## src/rtl/rr_sel_arbiter.sv

```systemverilog
// Purpose: four-channel round-robin arbiter producing the registered 2-bit select code for a 2-to-4 decoder.
// Latency: a request sampled at edge n is granted after edge n; all outputs are registered.
// Backpressure: a grant is held until done, request drop or HOLD_MAX expiry; an IDLE cycle always separates grants.
module rr_sel_arbiter #(
  parameter int HOLD_MAX = 4,  // legal range 1..8
  parameter int CW       = 3   // 2**CW must be >= HOLD_MAX
) (
  input  logic       clk,
  input  logic       rst_n,
  input  logic [3:0] req,
  input  logic       done,
  output logic [1:0] sel,
  output logic       sel_valid,
  output logic       timeout,
  output logic       busy
);

  typedef enum logic {
    ST_IDLE  = 1'b0,
    ST_GRANT = 1'b1
  } state_t;

  // Count value on which the grant has been live for HOLD_MAX cycles.
  localparam logic [CW-1:0] CNT_LAST = CW'(HOLD_MAX - 1);

  state_t        state_q, state_d;
  logic [1:0]    sel_q, sel_d;
  logic [1:0]    ptr_q, ptr_d;
  logic [CW-1:0] cnt_q, cnt_d;
  logic          timeout_q, timeout_d;

  logic [1:0]    pick;
  logic          any_req;
  logic [1:0]    sel_next_ptr;

  // First requesting channel in the order ptr, ptr+1, ptr+2, ptr+3 (mod 4).
  function automatic logic [1:0] rr_pick(input logic [3:0] r, input logic [1:0] p);
    logic [1:0] idx;
    logic [1:0] choice;
    logic       found;
    choice = p;
    found  = 1'b0;
    for (int k = 0; k < 4; k++) begin
      idx = p + 2'(k);
      if (!found && r[idx]) begin
        choice = idx;
        found  = 1'b1;
      end
    end
    return choice;
  endfunction

  // Search result and the rotated start point used whenever a grant ends.
  always_comb begin
    any_req      = |req;
    pick         = rr_pick(req, ptr_q);
    sel_next_ptr = sel_q + 2'd1;
  end

  // Next-state logic: grant selection in IDLE, release/drop/expiry checks in GRANT.
  always_comb begin
    state_d   = state_q;
    sel_d     = sel_q;
    ptr_d     = ptr_q;
    cnt_d     = cnt_q;
    timeout_d = 1'b0;

    unique case (state_q)
      ST_IDLE: begin
        // done is meaningless without a grant, so only req is looked at here.
        if (any_req) begin
          sel_d   = pick;
          cnt_d   = '0;
          state_d = ST_GRANT;
        end
      end

      ST_GRANT: begin
        // sel is frozen for the whole grant; only the exit reason differs.
        if (done) begin
          state_d = ST_IDLE;
          ptr_d   = sel_next_ptr;
        end else if (!req[sel_q]) begin
          state_d = ST_IDLE;
          ptr_d   = sel_next_ptr;
        end else if (cnt_q == CNT_LAST) begin
          state_d   = ST_IDLE;
          ptr_d     = sel_next_ptr;
          timeout_d = 1'b1;
        end else begin
          cnt_d = cnt_q + CW'(1);
        end
      end

      default: begin
        state_d = ST_IDLE;
      end
    endcase
  end

  // State register with synchronous active-low reset; reset drops any live grant silently.
  always_ff @(posedge clk) begin
    if (!rst_n) begin
      state_q   <= ST_IDLE;
      sel_q     <= 2'b00;
      ptr_q     <= 2'b00;
      cnt_q     <= '0;
      timeout_q <= 1'b0;
    end else begin
      state_q   <= state_d;
      sel_q     <= sel_d;
      ptr_q     <= ptr_d;
      cnt_q     <= cnt_d;
      timeout_q <= timeout_d;
    end
  end

  // Outputs come straight from flops so the decoder never sees a req/done glitch.
  always_comb begin
    sel       = sel_q;
    sel_valid = (state_q == ST_GRANT);
    busy      = (state_q == ST_GRANT);
    timeout   = timeout_q;
  end

endmodule

```

## config.mk

```make
export PLATFORM = sky130hd
export DESIGN_NAME = rr_sel_arbiter
export DESIGN_NICKNAME = d
export VERILOG_FILES = /design/src/rtl/rr_sel_arbiter.sv
export SDC_FILE = /design/constraint.sdc
export NUM_CORES = 1
export LEC_CHECK = 0
export CORE_AREA = 2 2 39 41
export DETAILED_ROUTE_END_ITERATION = 8
export DIE_AREA = 0 0 41 43
export DONT_BUFFER_PORTS = 1
export GPL_ROUTABILITY_DRIVEN = 0
export PLACE_DENSITY = 0.58
export SYNTH_ARGS = -nofsm -noshare
export SYNTH_HDL_FRONTEND = slang
export SYNTH_SLANG_ARGS = --single-unit
```

## constraint.sdc

```tcl
create_clock -name clk -period 2.4 [get_ports clk]
set_input_delay 0.36 -clock clk [delete_from_list [all_inputs] [get_ports clk]]
set_output_delay 0.36 -clock clk [all_outputs]
set_load 0.01 [all_outputs]
```

==> flow_summary.json, run 1 <==
{
  "outcome": "complete, no violations",
  "cts_max_path_buffers": 2,
  "io_pins": 12,
  "dpl_cell_area_um2": 547,
  "setup_ws_ns": 0.693,
  "multiInputGateArea_um2": 328,
  "synth_edf_count": 0,
  "grt_pass1_vias": 432,
  "synth_top_family_by_area": "simple AND/OR/NAND/NOR gates",
  "synth_area_leaders": "dfxtp_1 33%, mux2i_1 13%, a21oi_1 4.7%, ha_1 4.7%, nand3_1 3.7%",
  "synth_commonest_cells": "9 x dfxtp_1, 7 x mux2i_1, 5 x a21oi_1, 5 x inv_1",
  "crit_fanout": 3,
  "fmax_mhz": 586,
  "hold_buffers": 0,
  "initial_core_util_pct": 38.9,
  "finClkSkew_ns": 0.00662,
  "synthArstFlopShare_pct": 0,
  "synth.net_count": 70,
  "met2_usage_pct": 24.4,
  "power_density_nw_per_um2": 600,
  "start_kind": "flip-flop",
  "grt_overflow_total": 0,
  "crit_type": "reg -> reg",
  "grt_usage_pct": 14.6,
  "yosysSeqAreaShare_pct": 33.5,
  "tightest_slew_ns": 0.698,
  "drive_gt1_share_pct": 14.3,
  "area_delta_synth_final_pct": 6.51,
  "max_cap_violations": 0,
  "antenna_left": 0,
  "hp-class": "in -> reg",
  "fill_cells": 147,
  "synth.distinct_cells": 28,
  "yosysWarnings": 0,
  "grt_antenna_before_repair": 0,
  "synth_cells": 61,
  "arrival_ns": 1.89,
  "cts_buffers": 3,
  "ctsResizeCount": 0,
  "busiest_layer": "met2",
  "stdcell_area_um2": 573,
  "cts_tree": "done",
  "grt_max_degree": 12,
  "setup_viol": 0,
  "grt_pass1_wl_um": 1690,
  "synth_adder_area_share_pct": 4.65,
  "routed_wl_um": 1010,
  "cts_sinks": 9,
  "h-tree-depth": 1,
  "seq_area_um2": 180,
  "wl_per_cell_um": 12.7,
  "final.setup.tns_ns": 0,
  "fp.dieH_um": 43,
  "synth_top_cell_area_share_pct": 33.5,
  "io_buffers": 0,
  "period_share_pct": 71.1,
  "coreArea_um2": 1380,
  "maxSlewViolCount": 0,
  "drt_iter0_markers": 3,
  "use_met3_pct": 4.71,
  "rsz0062_at_grt": "false",
  "layout.cells.non_filler": 79,
  "timing.hold.ws_ns": 0.169,
  "drc": 0,
  "p_leak_nw": 0.238,
  "die_w_um": 41,
  "vdd_drop_max_mv": 0.235,
  "num_vias": 426,
  "diodes": 0,
  "yosys.area_share.simple_pct": 21.6,
  "ys.flop_type": "dfxtp_1",
  "hold_viol_final": 0,
  "pre_cts_slack_ns": 0.707,
  "worstSkewPairLatency_ns": 0.26,
  "clk_pin_slew_ns": 0.06,
  "cp_data_required_time_ns": 2.59,
  "rows": 14,
  "synthMuxAreaShare_pct": 15.1,
  "viasPerCell": 5.39,
  "slew_headroom_pct": 53.0,
  "syn_area_per_cell_um2": 8.82,
  "fin_crit_ns": 1.71,
  "clk_root_buffer_cell": "clkbuf_4",
  "endpoint_kind": "flip-flop",
  "synth_xor_xnor_area_share_pct": 1.63,
  "postCtsSetupBuffers": 0,
  "dpl.cell_count": 75,
  "gr-usage-met1_pct": 14.1,
  "dr.pass1.iters": 2,
  "dp_hpwl_um": 766,
  "synth-seq-cells": 9,
  "die-area_um2": 1760,
  "syn_area_um2": 538,
  "yosysTopAreaCell": "dfxtp_1",
  "fin_nets": 73,
  "yosysMostFrequentCell": "dfxtp_1",
  "synth_compound_area_share_pct": 17.9
}
-- registers in the layout (all words and copies together) (netlist names) --
name,count
timeout,1
ptr_q,2
sel,2
cnt_q,3
busy,1
-- path summary, 6_finish.rpt --
path / from / to / slack [ns] / cells after the start
max reg2reg: cnt_q[0]$_SDFFE_PN0P_ / ptr_q[0]$_SDFFE_PN0P_ / 0.69 / 6
min: done / timeout$_SDFF_PP0_ / 0.17 / 1
max: cnt_q[0]$_SDFFE_PN0P_ / ptr_q[0]$_SDFFE_PN0P_ / 0.69 / 6
min reg2reg: cnt_q[2]$_SDFFE_PN0P_ / cnt_q[2]$_SDFFE_PN0P_ / 0.47 / 2
-- metal layers --
| metal | wire, µm | vias to the layer above |
|---|---|---|
| li1 | - | 221 |
| met1 | 433 | 196 |
| met2 | 515 | 7 |
| met3 | 42 | 2 |
| met4 | 17 | 0 |
| met5 | 0 | - |
-- report_power, final --
| group | internal, mW | leakage [nW] | switching [mW] |
|---|---|---|---|
| clock network | 0.0639 | 0.0150 | 0.0504 |
| logic | 0.0277 | 0.150 | 0.0258 |
| registers | 0.159 | 0.0736 | 0.0172 |
-- final cells by class --
| class | count | area share [%] |
|---|---|---|
| multi-input cells | 45 | 57.2 |
| flip-flops and latches | 9 | 31.4 |
| clock buffers | 4 | 4.59 |
| well taps | 16 | 3.49 |
| inverters | 5 | 3.28 |
-- critical path, cell delays in order, from the launching register on --
cell and delay [ns]:
dfxtp_1 0.32, ha_1 0.19, ha_1 0.20, or3b_1 0.39, o22ai_2 0.19, or2_2 0.17, mux2i_1 0.18
-- cells in the final DEF, fill, tap and decap left out, types with 2 or more instances in the layout --
cell type  count
mux2i_1        7
clkbuf_4       3
inv_1          5
dfxtp_1        9
ha_1           2
nand2_1        4
nand2b_1       3
a21oi_1        5
nor2_1         3
nand3_1        4
-- kinds of logic after synthesis --
kind of cell | Yosys count
and+or+nand+nor | 22
AOI/OAI and AO/OA | 12
DFF | 9
muxes | 8
buffers and inverters | 7
adders and majority gates | 2
xor gates and xnor gates | 1
-- per-stage QoR --
stage | util [%] | power (mW)
final | 41.4 | 0.344
after global routing | 41.4 | 0.364
after CTS | 41.4 | 0.351
after detailed placement | 39.5 | 0.234
after global placement | 39.5 | 0.235
after floorplan | - | 0.227
(Power assumes the default switching activity.)
==> run 2, diff against run 1 <==
- clock period: 2.4 -> 1.59 ns (I/O delays scaled with it)
==> flow_summary.json, run 2 (same netlist as run 1, synthesis figures left out) <==
{
  "outcome": "finished, violations left",
  "violations": "setup timing",
  "vdd_drop_max_mv": 0.475,
  "final_core_util_pct": 46.6,
  "worstSkewPairLatency_ns": 0.26,
  "power_density_nw_per_um2": 852,
  "path_common_cell": "ha_4",
  "drc": 0,
  "h-tree-depth": 1,
  "r2r-end": "ptr_q[0]$_SDFFE_PN0P_",
  "worst_path_max_delay_cell": "or3b_1",
  "timing.hold.ws_ns": 0.0407,
  "hold_buffers": 0,
  "p_seq_share_pct": 46.3,
  "layout_common_cells": "7 x mux2i_1, 7 x dfxtp_1, 5 x inv_1, 5 x buf_4",
  "clk_root_buffer_cell": "clkbuf_4",
  "switching_share_pct": 28.2,
  "num_vias": 459,
  "drt_iter0_markers": 3,
  "grt_usage_pct": 15.5,
  "grt_max_degree": 12,
  "fill_cells": 143,
  "grt_antenna_before_repair": 0,
  "rows": 14,
  "startpoint": "cnt_q[1]$_SDFFE_PN0P_",
  "hp-class": "in -> reg",
  "pre_cts_slack_ns": -0.0494,
  "fin_crit_ns": 1.62,
  "clkPwrFrac_pct": 33.0,
  "cts_max_path_buffers": 2,
  "viasPerCell": 5.46,
  "crit_fanout": 3,
  "period_share_pct": 102,
  "die_w_um": 41,
  "cp-endpoint": "ptr_q[0]$_SDFFE_PN0P_",
  "wl_per_cell_um": 13.0,
  "finClkSkew_ns": 0.000218,
  "initial_core_util_pct": 38.9,
  "drive_gt1_share_pct": 27.9,
  "seq_area_um2": 183,
  "setup_viol": 4,
  "layout.cells.non_filler": 84,
  "path_depth": 6,
  "routed_wl_um": 1100,
  "cts_sinks": 9,
  "setup_ws_ns": -0.0326,
  "area_delta_synth_final_pct": 19.8,
  "grt_overflow_total": 0,
  "endpoint_kind": "flip-flop",
  "cts_tree": "done",
  "fin_nets": 78,
  "power_uw": 549,
  "fp.dieH_um": 43,
  "start_kind": "flip-flop",
  "r2r_slack_ns": -0.03,
  "arrival_ns": 1.82,
  "cts_buffers": 3,
  "clk_pin_slew_ns": 0.06,
  "postCtsSetupBuffers": 0,
  "cp_data_required_time_ns": 1.79,
  "maxSlewViolCount": 0,
  "hold_viol_final": 0,
  "coreArea_um2": 1380,
  "crit_chain": "ha_4 -> ha_4 -> or3b_1 -> o22ai_2 -> or2_4 -> mux2i_1",
  "tightest_slew_ns": 0.255,
  "slew_headroom_pct": 82.5,
  "slowest_delay_ns": 0.35,
  "dpl.cell_count": 80,
  "crit_buf_inv": 0,
  "fmax_mhz": 616,
  "reg2regPathDepth": 6,
  "grt_pass1_vias": 458,
  "io_buffers": 0,
  "critical_path.reg2reg.startpoint": "cnt_q[1]$_SDFFE_PN0P_",
  "dr.pass1.iters": 4,
  "top_register": "cnt_q",
  "largest_register_ffs": 3,
  "antenna_left": 0,
  "p_leak_nw": 0.264,
  "crit_type": "reg -> reg",
  "cp_top_family": "simple AND/OR/NAND/NOR gates",
  "rsz0062_at_grt": "true",
  "max_cap_violations": 0,
  "p_int_uw": 394,
  "power_frac_comb_pct": 20.8,
  "io_pins": 12,
  "diodes": 0,
  "power_switching_uw": 155,
  "grt_pass1_wl_um": 1810,
  "multiInputGateArea_um2": 359,
  "die-area_um2": 1760
}
-- run 2: cell types whose count changed in the layout (fill, tap and decap cells not counted), moves of 2 or more --
cell     previous run  this run
buf_4               0         5
ha_4                0         2
dfxtp_1             9         7
dfxtp_2             0         2
ha_1                2         0
-- run 2: worst min-delay path by stage --
stage          from            endpoint  slack [ns]  depth (start not counted)
5_1_grt        done  timeout$_SDFF_PP0_        0.03                          1
6_report       done  timeout$_SDFF_PP0_        0.04                          1
4_1_cts        done  timeout$_SDFF_PP0_        0.04                          1
3_3_place_gp   done  timeout$_SDFF_PP0_        0.32                          1
3_5_place_dp   done  timeout$_SDFF_PP0_        0.32                          1
2_1_floorplan  done  timeout$_SDFF_PP0_        0.31                          1
-- run 2: what timing repair did --
| action | CTS | global route |
|---|---|---|
| pin swaps | 5 | 5 |
| gates cloned | 0 | 0 |
| resized for setup | 4 | 1 |
| endpoints found under the setup margin | 6 | 6 |
-- run 2: layer usage --
layer  vias to the layer above  GRT usage (%)  part of all wire [%]
met1                       209           15.3                    39
met4                         0           10.0                   1.9
li1                        233              -                     -
met5                         -              0                     0
met3                         4           6.28                   6.3
met2                        13           25.0                    52
-- run 2: power by group through the flow --
stage	Sequential (mW)	Combinational [mW]	Clock [mW]
2_1_floorplan	0.264	0.0807	0
3_3_place_gp	0.258	0.113	0
3_5_place_dp	0.258	0.114	0
4_1_cts	0.254	0.115	0.185
5_1_grt	0.255	0.127	0.197
6_report	0.254	0.114	0.181
-- run 2: cell type report --
| type | instances | area share (%) |
|---|---|---|
| multi-input cells | 45 | 55.7 |
| inverters | 5 | 2.91 |
| clock buffers | 4 | 4.08 |
| flip-flops and latches | 9 | 28.3 |
| well taps | 16 | 3.11 |
| repair buffers | 5 | 5.83 |
-- run 2: per-stage QoR --
| stage | setup TNS, ns | instance area [µm²] |
|---|---|---|
| finish | -0.101 | 644 |
| global route | -0.502 | 644 |
| CTS | -0.0973 | 641 |
| detailed placement | -0.214 | 592 |
| global placement | -0.120 | 592 |
| floorplan | 0 | 546 |
==> run 3, diff against run 2 <==
- GPL_TIMING_DRIVEN: not set -> 0
==> flow_summary.json, run 3 (same netlist as run 1, synthesis figures left out) <==
{
  "grt_max_degree": 11,
  "start_kind": "flip-flop",
  "drc": 0,
  "diodes": 0,
  "postCtsSetupBuffers": 0,
  "die_w_um": 41,
  "drive_gt1_share_pct": 26.2,
  "cp_data_required_time_ns": 1.78,
  "grt_usage_pct": 14.5,
  "busiest_layer": "met2",
  "final.setup.tns_ns": -0.195,
  "vdd_drop_max_mv": 0.380,
  "p_leak_nw": 0.247,
  "use_met3_pct": 4.71,
  "finClkSkew_ns": 0.00131,
  "met2_usage_pct": 20.9,
  "fmax_mhz": 608,
  "seq_area_um2": 183,
  "h-tree-depth": 1,
  "io_pins": 12,
  "arrival_ns": 1.83,
  "viasPerCell": 5.35,
  "layout_common_cells": "7 x mux2i_1, 7 x dfxtp_1, 5 x inv_1",
  "max_cap_violations": 0,
  "io_buffers": 0,
  "cts_max_path_buffers": 2,
  "initial_core_util_pct": 38.9,
  "power_density_nw_per_um2": 866,
  "grt_antenna_before_repair": 0,
  "drt_iter0_markers": 8,
  "die-area_um2": 1760,
  "gr-usage-met1_pct": 15.4,
  "tightest_slew_ns": 0.785,
  "worstSkewPairLatency_ns": 0.26,
  "antenna_left": 0,
  "wl_per_cell_um": 13.0,
  "violations": "setup timing",
  "top_register": "cnt_q",
  "outcome": "finished, violations left",
  "num_vias": 433,
  "coreArea_um2": 1380,
  "dr.pass1.iters": 4,
  "fill_cells": 134,
  "hold_viol_final": 0,
  "rows": 14,
  "cts_buffers": 3,
  "rsz0062_at_grt": "true",
  "grt_pass1_vias": 379,
  "endpoint_kind": "flip-flop",
  "final_core_util_pct": 45.8,
  "power_uw": 548,
  "setup_viol": 4,
  "largest_register_ffs": 3,
  "area_delta_synth_final_pct": 17.7,
  "hp-class": "in -> reg",
  "clk_pin_slew_ns": 0.06,
  "setup_ws_ns": -0.0553,
  "cts_sinks": 9,
  "grt_pass1_wl_um": 1610,
  "maxSlewViolCount": 0,
  "clk_root_buffer_cell": "clkbuf_4",
  "cts_tree": "done",
  "grt_overflow_total": 0,
  "dp_hpwl_um": 786,
  "multiInputGateArea_um2": 374,
  "crit_type": "reg -> reg",
  "period_share_pct": 103,
  "fin_crit_ns": 1.65,
  "slew_headroom_pct": 47.1,
  "crit_fanout": 3,
  "routed_wl_um": 1050,
  "fin_nets": 75,
  "timing.hold.ws_ns": 0.0463,
  "pre_cts_slack_ns": -0.0814,
  "fp.dieH_um": 43
}
## run 3: metal layers
metal,up-vias,wire (µm)
met3,2,39
li1,223,-
met4,0,17
met2,7,525
met1,201,470
met5,-,0
## run 3: metrics by stage
| step | instance area [µm²] | instances |
|---|---|---|
| 2_1_floorplan | 546 | 61 |
| 3_3_place_gp | 566 | 77 |
| 3_5_place_dp | 566 | 77 |
| 4_1_cts | 618 | 81 |
| 5_1_grt | 633 | 81 |
| 6_report | 633 | 81 |
## run 3: layout make-up
class,instances,share of cell area (%)
Sequential cell,9,28.9
Inverter,5,2.96
Buffer,2,1.78
Tap cell,16,3.16
Multi-Input combinational cell,45,59.1
Clock buffer,4,4.15
## run 3: worst paths after layout
| check | end | slack [ns] | depth (start not counted) | start |
|---|---|---|---|---|
| hold reg to reg | cnt_q[2]$_SDFFE_PN0P_ | 0.47 | 2 | cnt_q[2]$_SDFFE_PN0P_ |
| hold / removal | timeout$_SDFF_PP0_ | 0.05 | 1 | done |
| setup / recovery | ptr_q[0]$_SDFFE_PN0P_ | -0.06 | 6 | cnt_q[0]$_SDFFE_PN0P_ |
| setup reg to reg | ptr_q[0]$_SDFFE_PN0P_ | -0.06 | 6 | cnt_q[0]$_SDFFE_PN0P_ |
## run 3: timing repair
item | 4_1_cts | 5_1_grt
resized for setup | 5 | 3
hold endpoints to repair | 0 | 0
pin swaps | 6 | 1
hold buffers | 0 | 0
endpoints found under the setup margin | 6 | 6
## run 3: power by group
| group | switching [mW] | total [mW] | internal [mW] | leakage, nW |
|---|---|---|---|---|
| sequential | 0.0261 | 0.266 | 0.240 | 0.0746 |
| combinational | 0.0511 | 0.103 | 0.0520 | 0.157 |
| clock | 0.0819 | 0.179 | 0.0968 | 0.0150 |
## run 3: worst max-delay path: stages (launching register included)
cell and delay, ns:
dfxtp_2 0.34, ha_4 0.16, ha_4 0.15, or3b_4 0.40, o22ai_4 0.19, or2_4 0.16, mux2i_1 0.17
==> variant 1, RTL diff (flow settings as in run 1) <==
Set the parameter `CW` to 2 (it was 3).
--- a/src/rtl/rr_sel_arbiter.sv
+++ b/src/rtl/rr_sel_arbiter.sv
@@ -5,3 +5,3 @@
   parameter int HOLD_MAX = 4,  // legal range 1..8
-  parameter int CW       = 3   // 2**CW must be >= HOLD_MAX
+  parameter int CW       = 2   // 2**CW must be >= HOLD_MAX
 ) (
Formal check against the unedited RTL: no difference found for any inputs over 10 cycles, from zero or initial values and one cycle with rst_n low; that may be too few to reach the edited logic, so the function may still have changed.
==> variant 1 against run 1 <==
  * Sequential share of layout area is 0.30 points lower
  * Sequential cell count is 1 lower
  * Global-route usage is 2.9 points lower
  * Count of clock-buffer cells in the layout is 1 lower
  * Power is 13% lower
  * Routed wire length is 13% lower
  * Largest cell class unchanged
  * Area after synthesis is 10% lower
  * Final area is 10% lower
  * Critical path depth is 2 lower
  * Via count is 12% lower
  * Setup slack better by 0.23 ns
==> variant 1: results (changes against run 1) <==
- First DRT Iteration DRCs: 0 (-3)
- The number of detailed-route iterations in the first pass is 1 (-1).
* Leading cell types by total area after synthesis: sky130_fd_sc_hd__dfxtp_1 33%, sky130_fd_sc_hd__mux2i_1 10%, sky130_fd_sc_hd__nor2b_1 5.2%, sky130_fd_sc_hd__nand2_1 4.7%, sky130_fd_sc_hd__or3b_1 3.6%
- The routed length on met2 was 360 um (-30%).
* Top post-synthesis cells by count: 8 x sky130_fd_sc_hd__dfxtp_1, 6 x sky130_fd_sc_hd__nand2_1, 5 x sky130_fd_sc_hd__mux2i_1
* CP arrival: 1.66 ns (-0.23 ns)
- Worst-path maximum fanout: 6 (+3)
- Proportion of cell area occupied by multi-input gates: 59.9% (+2.6 points)
- Net count, final: 64 (-12%)
* Routed vias/inst: 5.34 (-0.92%)
* Sequential Power Share: 51.6% (+0.4 points)
- The first-pass GRT wire length came to 1370 um (-19%).
* Inverters: 1 (-4)
* Worst Min Path Start: rst_n
- Clk cell area share: 4.38% (-0.21 points)
* Reg-to-Reg End: ptr_q[1]
* Total via count in the routed design: 374 (-12%)
- The number of flip-flops and latches in the synthesized netlist was 8 (-1).
- Highest ir drop seen on vdd: 206 uV (-12%)
* Startpoint of the worst register-to-register path: sel[0]
- Cell total after placement: 67 (-11%)
- The total cell area at the placement stage came to 492 um2 (-10%).
- Half-perimeter wire length after detailed placement: 664 um (-13%)
- The count of fill cells added during filler insertion was 159 (+8.2%).
- Combinational cell power: 44.8 uW (-16%)
* Worst hold path depth: 2 (+1)
- Delay contributed by the slowest stage of the critical path: 0.49 ns (+0.10 ns)
- The path with the worst hold slack has its endpoint at ptr_q[1].
- Largest net degree at the start of global routing: 13 (+1)
- The sequential fraction of the synthesis area was 33.2% (-0.33 points).
- GR Layer Usage met2: 13.8% (-11 points)
* Area taken by flip-flops and latches: 160 um2 (-11%)
* Share of cell area taken by muxes after synthesis: 12.7% (-2.4 points)
- The flow ran to the end, and the final reports show no timing, DRC or antenna violations.
- Register-to-Register Path Depth: 4 (-2)
- Share of the synthesized area in compound gates (AO/OA/AOI/OAI): 17.9% (-0.031 points)
- The static leakage came to 0.196 nW (-18%).
- The average cell area after synthesis is 9.11 um2 (+3.3%).
- Aggregate global-route resource usage: 11.8% (-2.9 points)
* Net Count, Synth: 61 (-13%)
- The distinct cell type count of the synthesized netlist came to 26 (-7.1%).
- Adder-Cell Fraction of Synth Area: 2.59% (-2.1 points)
* Count of multi-input gates: 42 (-6.7%)
- The switching share of power is 26.0% (-1.1 points).
* WL per Instance: 12.6 um (-1.5%)
- The global-route track usage on met3 came to 2.62% (-2.1 points).
==> variant 1: worst max-delay path: cells and delay by family (launching register included) <==
family,cells,cell delay (ns)
AOI/OAI and AO/OA,1,0.14
muxes,2,0.60
and+or+nand+nor,1,0.19
DFF,1,0.49
==> variant 1: how the worst max path moves through the flow <==
stage / depth (start not counted) / endpoint / from
after floorplan: 5 / cnt_q[0] / cnt_q[0]
after global placement: 4 / ptr_q[0] / sel[0]
after detailed placement: 4 / ptr_q[1] / sel[0]
after CTS: 4 / ptr_q[1] / sel[0]
after global routing: 4 / ptr_q[1] / sel[0]
final: 4 / ptr_q[1] / sel[0]
==> variant 1: kinds of logic (layout without fill, tap and decap cells) <==
family	count (synthesis)	in the layout
AND/OR/NAND/NOR	25	25
AO/OA/AOI/OAI	9	9
flip-flops	8	8
multiplexers	6	6
buffers and inverters	3	4
adder cells (fa/ha/maj)	1	1
XOR/XNOR	1	1
==> variant 2, RTL diff (config.mk and constraints of run 1) <==
Made on the original files. Add an input register stage for `req`, without a reset; this delays it by one clock. The other inputs are not delayed to match.
--- a/src/rtl/rr_sel_arbiter.sv
+++ b/src/rtl/rr_sel_arbiter.sv
@@ -24,2 +24,8 @@
   localparam logic [CW-1:0] CNT_LAST = CW'(HOLD_MAX - 1);
+
+  logic [3:0] req_q;
+
+  always_ff @(posedge clk) begin
+    req_q <= req;
+  end
 
@@ -54,4 +60,4 @@
   always_comb begin
-    any_req      = |req;
-    pick         = rr_pick(req, ptr_q);
+    any_req      = |req_q;
+    pick         = rr_pick(req_q, ptr_q);
     sel_next_ptr = sel_q + 2'd1;
@@ -82,3 +88,3 @@
           ptr_d   = sel_next_ptr;
-        end else if (!req[sel_q]) begin
+        end else if (!req_q[sel_q]) begin
           state_d = ST_IDLE;
Behaviour: not the same (Yosys sat finds a counterexample within 4 cycles, from zero or initial values and one cycle with rst_n low).
==> variant 2 against run 1 <==
  * Setup slack worse by 0.014 ns
  * Final area up 21%
  * Power up 31%
  * Routed wire length up 18%
  * Area after synthesis up 26%
  * Sequential cell count up 4
  * Combinational power up 9.0%
  * Critical path type unchanged
==> variant 2: results (changes against run 1) <==
* Status: completed
- P per Cell Area: 653 nW/um2 (+8.8%)
* Share of power burned in the clock network: 30.3% (-2.9 points)
- The number of DRC markers after the initial detailed-route iteration is 9 (+6).
- The portion of total power attributed to combinational logic came to 12.9% (-2.7 points).
* Clock slew at reported path FFs: 0.08 ns (+0.02 ns)
- Hold slack final: 0.103 ns (-0.0666 ns)
* Vias in the first global route: 465 (+7.6%)
- The routed wire length per instance is 13.1 um (+2.6%).
- Global-route wire length before repair: 1910 um (+13%)
- The insertion delay to the later sink of the worst-skew pair came to 0.28 ns (+0.02 ns).
- Counting instances in the post-synthesis netlist gives the leading cell types as 13 x sky130_fd_sc_hd__dfxtp_1, 6 x sky130_fd_sc_hd__inv_1, 5 x sky130_fd_sc_hd__a21oi_1, 5 x sky130_fd_sc_hd__nand3_1, 5 x sky130_fd_sc_hd__nor3_1.
- The switching share of power came to 28.4% (+1.2 points).
- The multiplexer area fraction after synthesis is 8.15% (-7.0 points).
* Post-synthesis sequential area ratio: 38.5% (+5.0 points)
- The complex-gate fraction of the synthesized area came to 16.7% (-1.2 points).
- Count of multi-input gates: 52 (+16%)
- The maximum fanout along the worst path is 4 (+1).
* Sequential share of cell area: 37.7% (+6.2 points)
- First drt pass iteration count: 4 (+2)
- The area taken by multi-input logic gates was 362 um2 (+10%).
- Post-layout instance count excluding filler cells: 91 (+15%)
* Static leakage power: 0.270 nW (+13%)
- Share of final-layout standard cells stronger than drive strength 1: 9.33% (-5.0 points)
- The sequential cell count was 13 (+4).
* Inverters: 6 (+1)
- The fraction of the core area covered by cells at the end of the flow came to 49.9% (+8.5 points).
- The count of fill cells added during filler insertion is 139 (-5.4%).
- The adder-cell share of the synthesized area was 3.70% (-0.95 points).
- The worst slack at placement was 0.691 ns (-0.0156 ns).
- Unique cell type count in the Yosys netlist: 34 (+21%)
- The average cell area after synthesis is 8.89 um2 (+0.80%).
[variant 2: worst paths after layout]
kind / end / depth (start not counted)
worst min-delay path: req_q[2] / 0
worst max register to register: cnt_q[0] / 6
worst max-delay path: cnt_q[0] / 6
worst min register to register: cnt_q[2] / 2
[variant 2: layer usage]
layer / GRT usage [%] / up-vias / wire, um / share of wire [%]
li1: - / 274 / - / -
met4: 14.0 / 0 / 34 / 2.9
met2: 19.7 / 15 / 510 / 43
met3: 3.66 / 4 / 66 / 5.5
met1: 23.9 / 232 / 579 / 49
met5: 0 / - / 0 / 0
[variant 2: worst max-delay path, stage by stage (launching register included)]
cell and delay [ns]:
sky130_fd_sc_hd__dfxtp_1 0.33, sky130_fd_sc_hd__ha_1 0.19, sky130_fd_sc_hd__ha_1 0.20, sky130_fd_sc_hd__or3b_1 0.39
sky130_fd_sc_hd__o2bb2ai_2 0.22, sky130_fd_sc_hd__nand2_2 0.13, sky130_fd_sc_hd__mux2i_1 0.15
